### src/rtl/rom_burst_reader.sv
// -----------------------------------------------------------------------------
// rom_burst_reader
//
// Burst sequencer for a small enable-gated ROM with combinational read data.
// A burst request (start address, length) is accepted while idle. The block
// then drives the ROM enable/address pins itself, steps the address once per
// captured beat (wrapping at the top of the ROM), and presents each ROM word on
// a registered valid/ready stream. The final beat of a burst is flagged with
// o_last, and o_done pulses for one cycle once that beat has been accepted.
//
// Ports:
//   i_clk         system clock, rising edge
//   i_rst_n       asynchronous active-low reset
//   i_start       burst request, sampled on the rising edge while idle
//   i_start_addr  first ROM address of the burst
//   i_len         beats in the burst (0 ignored, values above depth clamped)
//   o_busy        high from the cycle after an accepted start until done
//   o_rom_en      ROM enable, high only while reading
//   o_rom_addr    ROM address
//   i_rom_data    ROM read data, combinational from o_rom_addr
//   o_data        registered read data
//   o_valid       o_data holds a beat not yet accepted
//   i_ready       downstream accepts the beat when o_valid && i_ready
//   o_last        marks the final beat of the burst (qualified by o_valid)
//   o_done        one-cycle pulse after the final beat is accepted
// -----------------------------------------------------------------------------
module rom_burst_reader #(
    parameter int unsigned ADDR_W = 4,
    parameter int unsigned DATA_W = 8,
    parameter int unsigned LEN_W  = 5
) (
    input  logic              i_clk,
    input  logic              i_rst_n,
    input  logic              i_start,
    input  logic [ADDR_W-1:0] i_start_addr,
    input  logic [LEN_W-1:0]  i_len,
    output logic              o_busy,
    output logic              o_rom_en,
    output logic [ADDR_W-1:0] o_rom_addr,
    input  logic [DATA_W-1:0] i_rom_data,
    output logic [DATA_W-1:0] o_data,
    output logic              o_valid,
    input  logic              i_ready,
    output logic              o_last,
    output logic              o_done
);

    localparam int unsigned DEPTH = 2 ** ADDR_W;

    // Longest legal burst: one pass over the whole ROM.
    localparam logic [LEN_W-1:0] MAX_LEN = LEN_W'(DEPTH);

    typedef enum logic [1:0] {
        ST_IDLE,
        ST_READ,
        ST_DONE
    } state_e;

    state_e            state_q;
    logic [ADDR_W-1:0] addr_q;     // next ROM address to read
    logic [LEN_W-1:0]  rem_q;      // beats still to be captured from the ROM
    logic [DATA_W-1:0] data_q;
    logic              valid_q;
    logic              last_q;
    logic              done_q;
    logic              busy_q;
    logic              rom_en_q;

    logic [LEN_W-1:0]  len_clamped;
    logic              accept;
    logic              capture;

    // Over-long requests read the ROM exactly once rather than re-reading
    // wrapped addresses.
    assign len_clamped = (i_len > MAX_LEN) ? MAX_LEN : i_len;

    // Beat handed to the downstream at the coming edge.
    assign accept = valid_q && i_ready;

    // The output register can take a new ROM word when it is empty or being
    // drained at this edge, which gives one beat per cycle under full ready.
    assign capture = (state_q == ST_READ) && (rem_q != '0) && (!valid_q || i_ready);

    // NOTE: every register below is written with non-blocking assignments so
    // that all state updates see the pre-edge values of the other registers.
    always_ff @(posedge i_clk or negedge i_rst_n) begin
        if (!i_rst_n) begin
            state_q  <= ST_IDLE;
            addr_q   <= '0;
            rem_q    <= '0;
            data_q   <= '0;
            valid_q  <= 1'b0;
            last_q   <= 1'b0;
            done_q   <= 1'b0;
            busy_q   <= 1'b0;
            rom_en_q <= 1'b0;
        end else begin
            // o_done is a pulse; only the READ->DONE transition raises it.
            done_q <= 1'b0;

            unique case (state_q)
                ST_IDLE: begin
                    // Zero-length requests are dropped without any visible
                    // effect; the address output keeps its previous value.
                    if (i_start && (i_len != '0)) begin
                        addr_q   <= i_start_addr;
                        rem_q    <= len_clamped;
                        busy_q   <= 1'b1;
                        rom_en_q <= 1'b1;
                        state_q  <= ST_READ;
                    end
                end

                ST_READ: begin
                    if (accept && last_q) begin
                        // Final beat leaves the block; nothing remains to read.
                        valid_q  <= 1'b0;
                        last_q   <= 1'b0;
                        rom_en_q <= 1'b0;
                        done_q   <= 1'b1;
                        state_q  <= ST_DONE;
                    end else if (capture) begin
                        data_q  <= i_rom_data;
                        valid_q <= 1'b1;
                        last_q  <= (rem_q == LEN_W'(1));
                        addr_q  <= addr_q + ADDR_W'(1);  // wraps at ROM top
                        rem_q   <= rem_q - LEN_W'(1);
                    end else if (accept) begin
                        valid_q <= 1'b0;
                        last_q  <= 1'b0;
                    end
                    // Otherwise stalled: data, last, address and count hold.
                end

                ST_DONE: begin
                    // Starts seen here are dropped, not queued.
                    busy_q  <= 1'b0;
                    state_q <= ST_IDLE;
                end

                default: begin
                    state_q <= ST_IDLE;
                end
            endcase
        end
    end

    assign o_busy     = busy_q;
    assign o_rom_en   = rom_en_q;
    assign o_rom_addr = addr_q;
    assign o_data     = data_q;
    assign o_valid    = valid_q;
    assign o_last     = last_q;
    assign o_done     = done_q;

endmodule
### config.mk
export PLATFORM = sky130hd
export DESIGN_NAME = rom_burst_reader
export DESIGN_NICKNAME = d
export VERILOG_FILES = /design/src/rtl/rom_burst_reader.sv
export SDC_FILE = /design/constraint.sdc
export NUM_CORES = 1
export LEC_CHECK = 0
export BUFFER_PORTS_ARGS = -buffer_cell sky130_fd_sc_hd__buf_2
export CORE_UTILIZATION = 52
export CTS_BUF_LIST = sky130_fd_sc_hd__clkbuf_2 sky130_fd_sc_hd__clkbuf_4 sky130_fd_sc_hd__clkbuf_8
export CTS_CLUSTER_SIZE = 25
export DETAILED_ROUTE_END_ITERATION = 8
export PLACE_DENSITY = 0.81
export SLEW_MARGIN = 20
export SYNTH_ARGS = -nofsm -noshare
export SYNTH_HDL_FRONTEND = slang
export SYNTH_SLANG_ARGS = --single-unit
### constraint.sdc
create_clock -name i_clk -period 2.2 [get_ports i_clk]
set_input_delay 0.11 -clock i_clk [delete_from_list [all_inputs] [get_ports i_clk]]
set_output_delay 0.11 -clock i_clk [all_outputs]
set_load 0.01 [all_outputs]
==> metrics, run 1 <==
vias per inst=5.46; Crit Path Class=reg -> reg; largest net degree at the start of global routing=25; initial antenna violation count=0; Seq/Total Area, Yosys=0.488; CP top delay family=simple AND/OR/NAND/NOR gates; Cells after Synth=114; CTS Root Cell=clkbuf_4; Synth Register Bits=24; IO buf count=37; Die W=50.6 um; setup violators final=0; worst slew pin tran=0.590 ns; Tot GR Track Use=0.228; Area Overhead vs Synth=25.3%; WL/cell=approximately 13 um; min cycle time layout=1.99 ns; largest area contributor in the netlist=dfrtp_1; Pins Over Slew Limit=0; post-DP HPWL=1780 um; via count=1,015; number of global-route vias before repair=about 1,000; Synth cell types=31; yosys warns=0; Rows=17; Synth Cell Area=0.00123 sq mm; synth top area cells=dfrtp_1 (49%), mux2_2 (5.5%), o2bb2ai_1 (3.6%), ha_1 (3.1%), nor2_1 (2.7%); crit path capture type=flip-flop; RSZ-0062 raised after global routing=false; io pins=38; reg2reg path depth=7; Sequential cell area=601 sq um; Crit-path slowest cell=dfrtp_1; total grt overflow=0; Clk Latency, worst-skew pair=approximately 0.33 ns; leakage=0.744 nW; ANT cells=0; Final Cycle Share=0.902; Max Freq=about 500 MHz; Multi-input gate area=577 sq um; initial core utilization=0.556; critical path's largest stage delay=between 0.4 and 0.5 ns; Core Util, Final=0.697; clock tree from TritonCTS=yes; top-area cell type share of the netlist area=0.488; FFs w/ async S/R, synth=1.00; hold path cells=2; Detail Route Antenna Nets=0; Setup Total Neg Slack=0 ns; die height=50.6 um; core area=0.00221 sq mm; postcts setup bufs=0; Req. time, crit path=approximately 2.4 ns; Worst Hold Class=in -> reg; 1st-iter DRT viols=19; slew margin rel.=0.606; post-route cell area=approximately 0.0015 sq mm; final net count=183; layout cells sized above 1=0.348; maxcap violations=0; Die ar.=0.00256 sq mm; Crit path buffers/inverters=2; total routed wirelength=2480 um; syn_nets=138; Routability Congestion=0.800; EDFF count, synth=0; Max Buffers Root-to-Sink=2; top cells by count, synth=dfrtp_1 (24), nor2_1 (9), nand2_1 (7); Hold Violations, Final=0; Worst Path Arrival=2.22 ns; clock sink count=24; CP Max Fanout=8; Post-DP Area=roughly 0.0014 sq mm; drt pass-1 iters=4; status=finished, final reports clean; P per Cell Area=between 1500 and 2000 mW/mm^2; H-tree level count=1; critical path depth=7; FILL cells=171; cell breakdown of the critical path=inv_1 > ha_1 > nor2b_1 > a221oi_4 > buf_4 > nor2_8 > mux2_4; count leader, synth=dfrtp_1; DRC violations left=0; total CTS buffers=3; clock skew=0.0117 ns; Synth Flop Type=dfrtp_1; synthesized area per cell=about 11 sq um; Worst-path clk slew=0.14 ns; first-pass GRT wire length=4390 um; Startpoint Class=flip-flop; worst vdd ir=0.000955 V
==> final timing paths <==
kind | start | endpoint | slack (ns)
worst min-delay path | i_rom_data[1] | o_data[1] | 0.01
worst min register to register | state_q[1] | state_q[0] | 0.51
worst max register to register | rem_q[0] | o_rom_addr[1] | 0.21
worst max-delay path | rem_q[0] | o_rom_addr[1] | 0.21
max in group asynchronous | i_rst_n | o_data[0] | 1.58
min in group asynchronous | i_rst_n | rem_q[0] | 0.27
==> flip-flops by register name, summed over array words and instances, names as in the netlist <==
register and flops:
rem_q 5, o_busy 1, o_data 8, o_valid 1, o_rom_en 1, o_done 1
o_last 1, o_rom_addr 4, state_q 2
==> layer usage <==
metal | global-route usage | part of all wire | vias to the layer above
met5 | 0 | 0 | -
met4 | 0.106 | 0.021 | 0
met3 | 0.0364 | 0.048 | 7
met2 | 0.364 | 0.47 | 34
met1 | 0.302 | 0.46 | 473
li1 | - | - | 501
==> final cells by class <==
class | instances | area share
sequential | 24 | 0.390
clock inverter | 1 | 0.0195
tap | 28 | 0.0227
clock buffer | 3 | 0.0146
inverter | 5 | 0.0122
timing repair buffer | 45 | 0.167
multi-input combinational | 80 | 0.374
==> per-stage QoR <==
step / hold WS [ns] / setup slack (ns) / total power [mW] / cells
after floorplan: -0.186 / 0.218 / 1.68 / 114
after global routing: 0.00633 / 0.113 / 2.53 / 186
after detailed placement: 0.117 / 0.275 / 2.01 / 177
after CTS: 0.00169 / 0.235 / 2.34 / 184
final: 0.0112 / 0.215 / 2.34 / 186
after global placement: 0.111 / 0.346 / 1.97 / 177
==> cells by family after synthesis <==
family / share of synthesized area
flip-flops: 0.488
multiplexers: 0.102
AO/OA/AOI/OAI: 0.176
AND/OR/NAND/NOR: 0.161
buffers and inverters: 0.0427
adder cells (fa/ha/maj): 0.0305
==> layout by cell type, fill, tap and decap left out, types with 2 or more instances in the layout <==
| master | instances |
|---|---|
| inv_1 | 5 |
| buf_4 | 3 |
| clkbuf_4 | 3 |
| ha_1 | 3 |
| o22ai_1 | 3 |
| nor3_1 | 4 |
| buf_2 | 37 |
| nor2_1 | 9 |
| a31oi_1 | 2 |
| nand3_1 | 5 |
| dfrtp_1 | 24 |
| o21ai_1 | 2 |
| o2bb2ai_1 | 5 |
| nor2b_1 | 4 |
| nand2_1 | 7 |
| dlygate4sd3_1 | 5 |
| nand2b_1 | 2 |
| mux2i_1 | 2 |
| a22oi_1 | 4 |
| mux2_1 | 2 |
| o21ai_0 | 6 |
| a21oi_1 | 4 |
| mux2_2 | 6 |
==> timing repair <==
item / in CTS / in global routing
hold buffers: 3 / 2
resized for setup: 0 / 0
hold endpoints to repair: 26 / 2
endpoints found under the setup margin: 0 / 0
==> power breakdown <==
part | leakage (nW) | total (mW) | internal [mW] | switching [mW]
Clock | 0.0279 | 0.324 | 0.185 | 0.139
Sequential | 0.285 | 0.805 | 0.643 | 0.162
Combinational | 0.431 | 1.21 | 0.589 | 0.621
(Power assumes the default switching activity.)
==> run 2: changes to the inputs <==
- RECOVER_POWER: not set -> 25
==> run 2 against run 1 <==
  * Global-route usage unchanged
  * Worst hold slack unchanged
  * Sequential power about the same
  * First-iteration DRC count unchanged
  * Routed wire length down 0.12%
  * Combinational power about the same
  * Fmax unchanged
  * Clock power about the same
  * Final cell count unchanged
  * Largest power group unchanged
==> metrics, run 2 (same netlist as run 1, synthesis figures left out) <==
status=finished, final reports clean; maxcap violations=0 (unchanged); Crit-path slowest cell=dfrtp_1; most frequent cells in the layout=buf_2 (36), dfrtp_1 (24), nor2_1 (9), nand2_1 (7); Clk Latency, worst-skew pair=0.33 ns (about the same); Max Freq=504 MHz (unchanged); 1st-iter DRT viols=19 (unchanged); reg2reg path depth=7 (unchanged); io pins=38 (unchanged); Setup Total Neg Slack=0 ns (unchanged); Die ar.=0.00256 sq mm (unchanged); core area=0.00221 sq mm (unchanged); Worst Hold Launch=i_rom_data[1]; Post-DP Area=0.00144 sq mm (unchanged); clock sink count=24 (unchanged); worst vdd ir=0.000954 V (about the same); Core Util, Final=0.696 (about the same); clock share of power=0.138 (about the same); max reg flops=8 (unchanged); DRC violations left=0 (unchanged); Combinational Power Share=0.517 (about the same); min cycle time layout=1.99 ns (unchanged); Detail Route Antenna Nets=0 (unchanged); setup slack, reg-to-reg=0.21 ns (about the same); Multi-input gate area=577 sq um (unchanged); Tot GR Track Use=0.228 (unchanged); Pins Over Slew Limit=0 (unchanged); commonest non-fill, non-tap cell in the layout=buf_2; cell breakdown of the critical path=inv_1 > ha_1 > nor2b_1 > a221oi_4 > buf_4 > nor2_8 > mux2_4; first-pass GRT wire length=4390 um (unchanged); total CTS buffers=3 (unchanged); layout cells sized above 1=0.342 (-0.00633); hold path cells=2 (unchanged); Crit Path Class=reg -> reg; post-route cell area=0.00154 sq mm (about the same); Final Cycle Share=0.902 (unchanged); internal power=1.42 mW (about the same); Worst-path clk slew=0.14 ns (about the same); Routability Congestion=0.800 (unchanged); Worst Hold Class=in -> reg; CP Max Fanout=8 (unchanged); worst r2r src=rem_q[0]; Rows=17 (unchanged); critical path's largest stage delay=0.45 ns (about the same); WL/cell=13.3 um (-0.12%); total routed wirelength=2480 um (-0.12%); CTS Root Cell=clkbuf_4; Startpoint Class=flip-flop; Net Sw Power=0.923 mW (about the same); Hold EP=o_data[1]; leakage=0.741 nW (-0.37%); crit path capture type=flip-flop; vias per inst=5.46 (unchanged); Hold Violations, Final=0 (unchanged); Reg power frac=0.344 (about the same); sw frac=0.395 (about the same); Sequential cell area=601 sq um (unchanged); H-tree level count=1 (unchanged); Die W=50.6 um (unchanged); ANT cells=0 (unchanged); final net count=183 (unchanged); Max Buffers Root-to-Sink=2 (unchanged); worst reg2reg path endpoint=o_rom_addr[1]; via count=1,015 (unchanged); initial core utilization=0.556 (unchanged); Total Power=2.34 mW (about the same); clock tree from TritonCTS=yes; PostCTS Resize Cnt=0 (unchanged); Worst Path Arrival=2.22 ns (about the same); number of global-route vias before repair=991 (unchanged); slew margin rel.=0.174 (-0.432); P per Cell Area=1520 mW/mm^2 (about the same); IO buf count=37 (unchanged); largest net degree at the start of global routing=25 (unchanged); Req. time, crit path=2.43 ns (about the same); setup violators final=0 (unchanged); worst slew pin tran=1.24 ns (+0.650 ns); initial antenna violation count=0 (unchanged); Area Overhead vs Synth=25.2% (about the same); drt pass-1 iters=4 (unchanged); clock skew=0.0117 ns (unchanged); RSZ-0062 raised after global routing=false; post-DP HPWL=1780 um (unchanged); FILL cells=171 (unchanged); total grt overflow=0 (unchanged); die height=50.6 um (unchanged)
## run 2: cell count changes in the layout (fill, tap and decap cells not counted), sizes merged
cell,before,now
clkbuf,3,4
buf,40,39
## run 2: worst max path at each step
stage / slack, ns / start / cells past startpoint / to
2_1_floorplan: 0.22 / rem_q[0] / 6 / o_data[6]
3_3_place_gp: 0.35 / rem_q[0] / 7 / o_rom_addr[1]
3_5_place_dp: 0.28 / rem_q[0] / 7 / o_rom_addr[1]
4_1_cts: 0.24 / rem_q[0] / 7 / o_rom_addr[1]
5_1_grt: 0.11 / rem_q[0] / 7 / o_rom_addr[1]
6_report: 0.21 / rem_q[0] / 7 / o_rom_addr[1]
## run 2: final cells by class
cell class,instances,area share
clock buffers,3,0.0146
inverters,5,0.0122
well taps,28,0.0227
multi-input cells,80,0.374
clock inverters,1,0.0195
flip-flops and latches,24,0.390
repair buffers,45,0.167
## run 2: routing by layer
layer  vias to the layer above  wire length [um]  track usage
met1                       473              1150        0.302
li1                        501                 -            -
met5                         -                 0            0
met3                         7               118       0.0364
met4                         0                53        0.106
met2                        34              1160        0.364
## run 2: critical path: cells and delay by family (launching register included)
family	cells	cell delay, ns
multiplexers	1	0.31
AO/OA/AOI/OAI	1	0.12
AND/OR/NAND/NOR	2	0.50
buffers and inverters	2	0.29
adder cells (fa/ha/maj)	1	0.22
flip-flops	1	0.45
## run 2: repair_timing
| action | CTS | global route |
|---|---|---|
| endpoints found under the setup margin | 0 | 0 |
| hold buffers | 3 | 2 |
| hold endpoints to repair | 26 | 2 |
| setup buffers | 0 | 0 |
## run 2: power by group through the flow
stage / sequential [mW] / clock [mW] / combinational [mW]
6_report: 0.805 / 0.324 / 1.21
5_1_grt: 0.840 / 0.345 / 1.34
4_1_cts: 0.805 / 0.326 / 1.21
3_5_place_dp: 0.807 / 0 / 1.20
3_3_place_gp: 0.801 / 0 / 1.17
2_1_floorplan: 0.857 / 0 / 0.823
## run 2: stage by stage
stage / worst slack [ns] / hold slack [ns] / cells
floorplan: 0.218 / -0.186 / 114
global placement: 0.346 / 0.111 / 177
detailed placement: 0.275 / 0.117 / 177
CTS: 0.235 / 0.00169 / 184
global route: 0.113 / 0.00633 / 186
finish: 0.215 / 0.0112 / 186
==> run 3: changes to the inputs <==
- CORE_UTILIZATION: 52 -> 47
- PLACE_DENSITY: 0.81 -> 0.77
- RECOVER_POWER: 25 -> 50
- clock period: 2.2 -> 1.76 ns (I/O delays scaled with it)
==> run 3 against run 2 <==
  * Design area rose by 3.8%
  * Flip-flop and latch count did not move
  * Fmax rose by 16%
  * Worst setup slack got worse by 0.17 ns
  * Critical path depth did not move
  * Utilization fell by 5.1 points
  * Non-clock buffer count rose by 7
  * Combinational power rose by 49%
  * Clock skew fell by 0.0091 ns
  * Sequential share of layout area fell by 1.4 points
  * Critical path type unchanged
  * Largest power group unchanged
==> metrics, run 3 (same netlist as run 1, synthesis figures left out) <==
dpl cells=182 (+2.8%); H-tree level count=1 (unchanged); Final Cycle Share=0.974 (+0.0713); Core Util, Final=0.645 (-0.0508); Die ar.=0.00283 sq mm (+10%); initial antenna violation count=0 (unchanged); Crit Path Class=reg -> reg; most frequent cells in the layout=buf_2 (30), dfrtp_1 (24), nor2_1 (9), buf_4 (9); Startpoint Class=flip-flop; worst reg2reg path endpoint=o_rom_addr[1]; worst r2r src=rem_q[1]; layout cells sized above 1=0.372 (+0.0302); first-pass GRT wire length=4130 um (-5.8%); hold path cells=2 (unchanged); CTS Root Cell=clkbuf_4; clock skew=0.00265 ns (-0.00906 ns); die height=53.2 um (+5.0%); vias per inst=5.45 (about the same); ANT cells=0 (unchanged); Hold EP=o_data[1]; Die W=53.2 um (+5.0%); total grt overflow=0 (unchanged); Non-Filler Instances=194 (+4.3%); Worst-path clk slew=0.12 ns (-0.02 ns); post-DP HPWL=1860 um (+4.7%); Detail Route Antenna Nets=0 (unchanged); setup slack, reg-to-reg=0.05 ns (-0.17 ns); largest net degree at the start of global routing=25 (unchanged); initial core utilization=0.496 (-0.0595); Req. time, crit path=1.97 ns (-0.46 ns); Clk Latency, worst-skew pair=0.31 ns (-0.02 ns); CP Max Fanout=8 (unchanged); total CTS buffers=3 (unchanged); Max Buffers Root-to-Sink=2 (unchanged); WL/cell=13.7 um (+2.9%); critical path launch point=rem_q[1]; slew margin rel.=0.134 (-0.0400); Total Power=3.04 mW (+30%); min cycle time layout=1.71 ns (-0.271 ns); DRC violations left=0 (unchanged); worst vdd ir=0.00106 V (+11%); commonest non-fill, non-tap cell in the layout=buf_2; crit path capture type=flip-flop; max reg flops=8 (unchanged); Worst Path Arrival=1.92 ns (-0.30 ns); drt pass-1 iters=4 (unchanged); leakage=0.763 nW (+3.0%); critical path's largest stage delay=0.38 ns (-0.07 ns); Pins Over Slew Limit=0 (unchanged); clock tree from TritonCTS=yes; IO buf count=37 (unchanged); cell breakdown of the critical path=inv_2 > ha_4 > nor2b_4 > a221oi_4 > buf_12 > nor2_8 > mux2_4; io pins=38 (unchanged); worst slew pin tran=1.30 ns (+0.0599 ns); Worst Hold Class=in -> reg; clock sink count=24 (unchanged); setup violators final=0 (unchanged); via count=1,058 (+4.2%); maxcap violations=0 (unchanged); Tot GR Track Use=0.208 (-0.0201); P per Cell Area=1900 mW/mm^2 (+25%); status=finished, final reports clean; reg2reg path depth=7 (unchanged); final net count=190 (+3.8%); Hold Violations, Final=0 (unchanged); 1st-iter DRT viols=14 (-5); Routability Congestion=0.873 (+9.0%); Crit-path slowest cell=dfrtp_1; core area=0.00248 sq mm (+12%); Area Overhead vs Synth=30.0%; Max Freq=584 MHz (+16%); Rows=18 (+1); number of global-route vias before repair=938 (-5.3%); total routed wirelength=2660 um (+7.3%); Worst Hold Launch=i_rom_data[1]; Setup Total Neg Slack=0 ns (unchanged)
run 3: cell types whose count changed in the layout (fill, tap and decap cells not counted), sizes merged:
cell	delta
bufinv	-1
clkbuf	+6
dlygate4sd3	-1
buf	+2
run 3: worst max-delay path by stage:
stage,to,slack (ns),depth (start not counted)
floorplan,o_data[6],-0.12,6
global placement,o_data[1],0.04,6
detailed placement,o_data[3],-0.006,6
CTS,o_rom_addr[1],-0.007,7
global route,o_data[0],-0.002,6
finish,o_rom_addr[1],0.05,7
run 3: per-layer routing:
layer	global-route usage	wire length (um)
met5	0	0
met4	0.114	62
met3	0.0287	147
met2	0.344	1340
met1	0.260	1110
run 3: area by class of cell:
| class | count | area [sq um] |
|---|---|---|
| Tap cell | 30 | 37.5 |
| Fill cell | 213 | 878 |
| Clock buffer | 3 | 22.5 |
| Timing Repair Buffer | 52 | 315 |
| Multi-Input combinational cell | 80 | 604 |
| Sequential cell | 24 | 601 |
| Inverter | 5 | 18.8 |
run 3: critical path: cells and delay by family (launching register included):
kind | cells | cell delay, ns
and+or+nand+nor | 2 | 0.18
adders and majority gates | 1 | 0.16
DFF | 1 | 0.38
muxes | 1 | 0.30
buffers and inverters | 2 | 0.23
AOI/OAI and AO/OA | 1 | 0.35
run 3: through the flow:
| step | worst slack, ns | cell area (sq um) | hold slack (ns) |
|---|---|---|---|
| floorplan | -0.123 | 1250 | -0.208 |
| global placement | 0.0384 | 1490 | 0.0916 |
| detailed placement | -0.00599 | 1490 | 0.101 |
| CTS | -0.00717 | 1550 | 0.00161 |
| global route | -0.00246 | 1600 | 0.00263 |
| finish | 0.0464 | 1600 | 0.00326 |
run 3: power by group:
part | leakage [nW] | switching, mW | internal, mW
clock network | 0.0138 | 0.154 | 0.0800
logic | 0.465 | 0.847 | 0.948
registers | 0.285 | 0.207 | 0.804
total | 0.763 | 1.21 | 1.83
run 3: what timing repair did:
| item | 4_1_cts | 5_1_grt |
|---|---|---|
| endpoints found under the hold margin | 24 | 3 |
| setup endpoints to repair | 7 | 14 |
| buffers inserted | 2 | 3 |
| hold buffers | 1 | 3 |
| pin swaps | 1 | 4 |
| gates resized for setup | 1 | 3 |
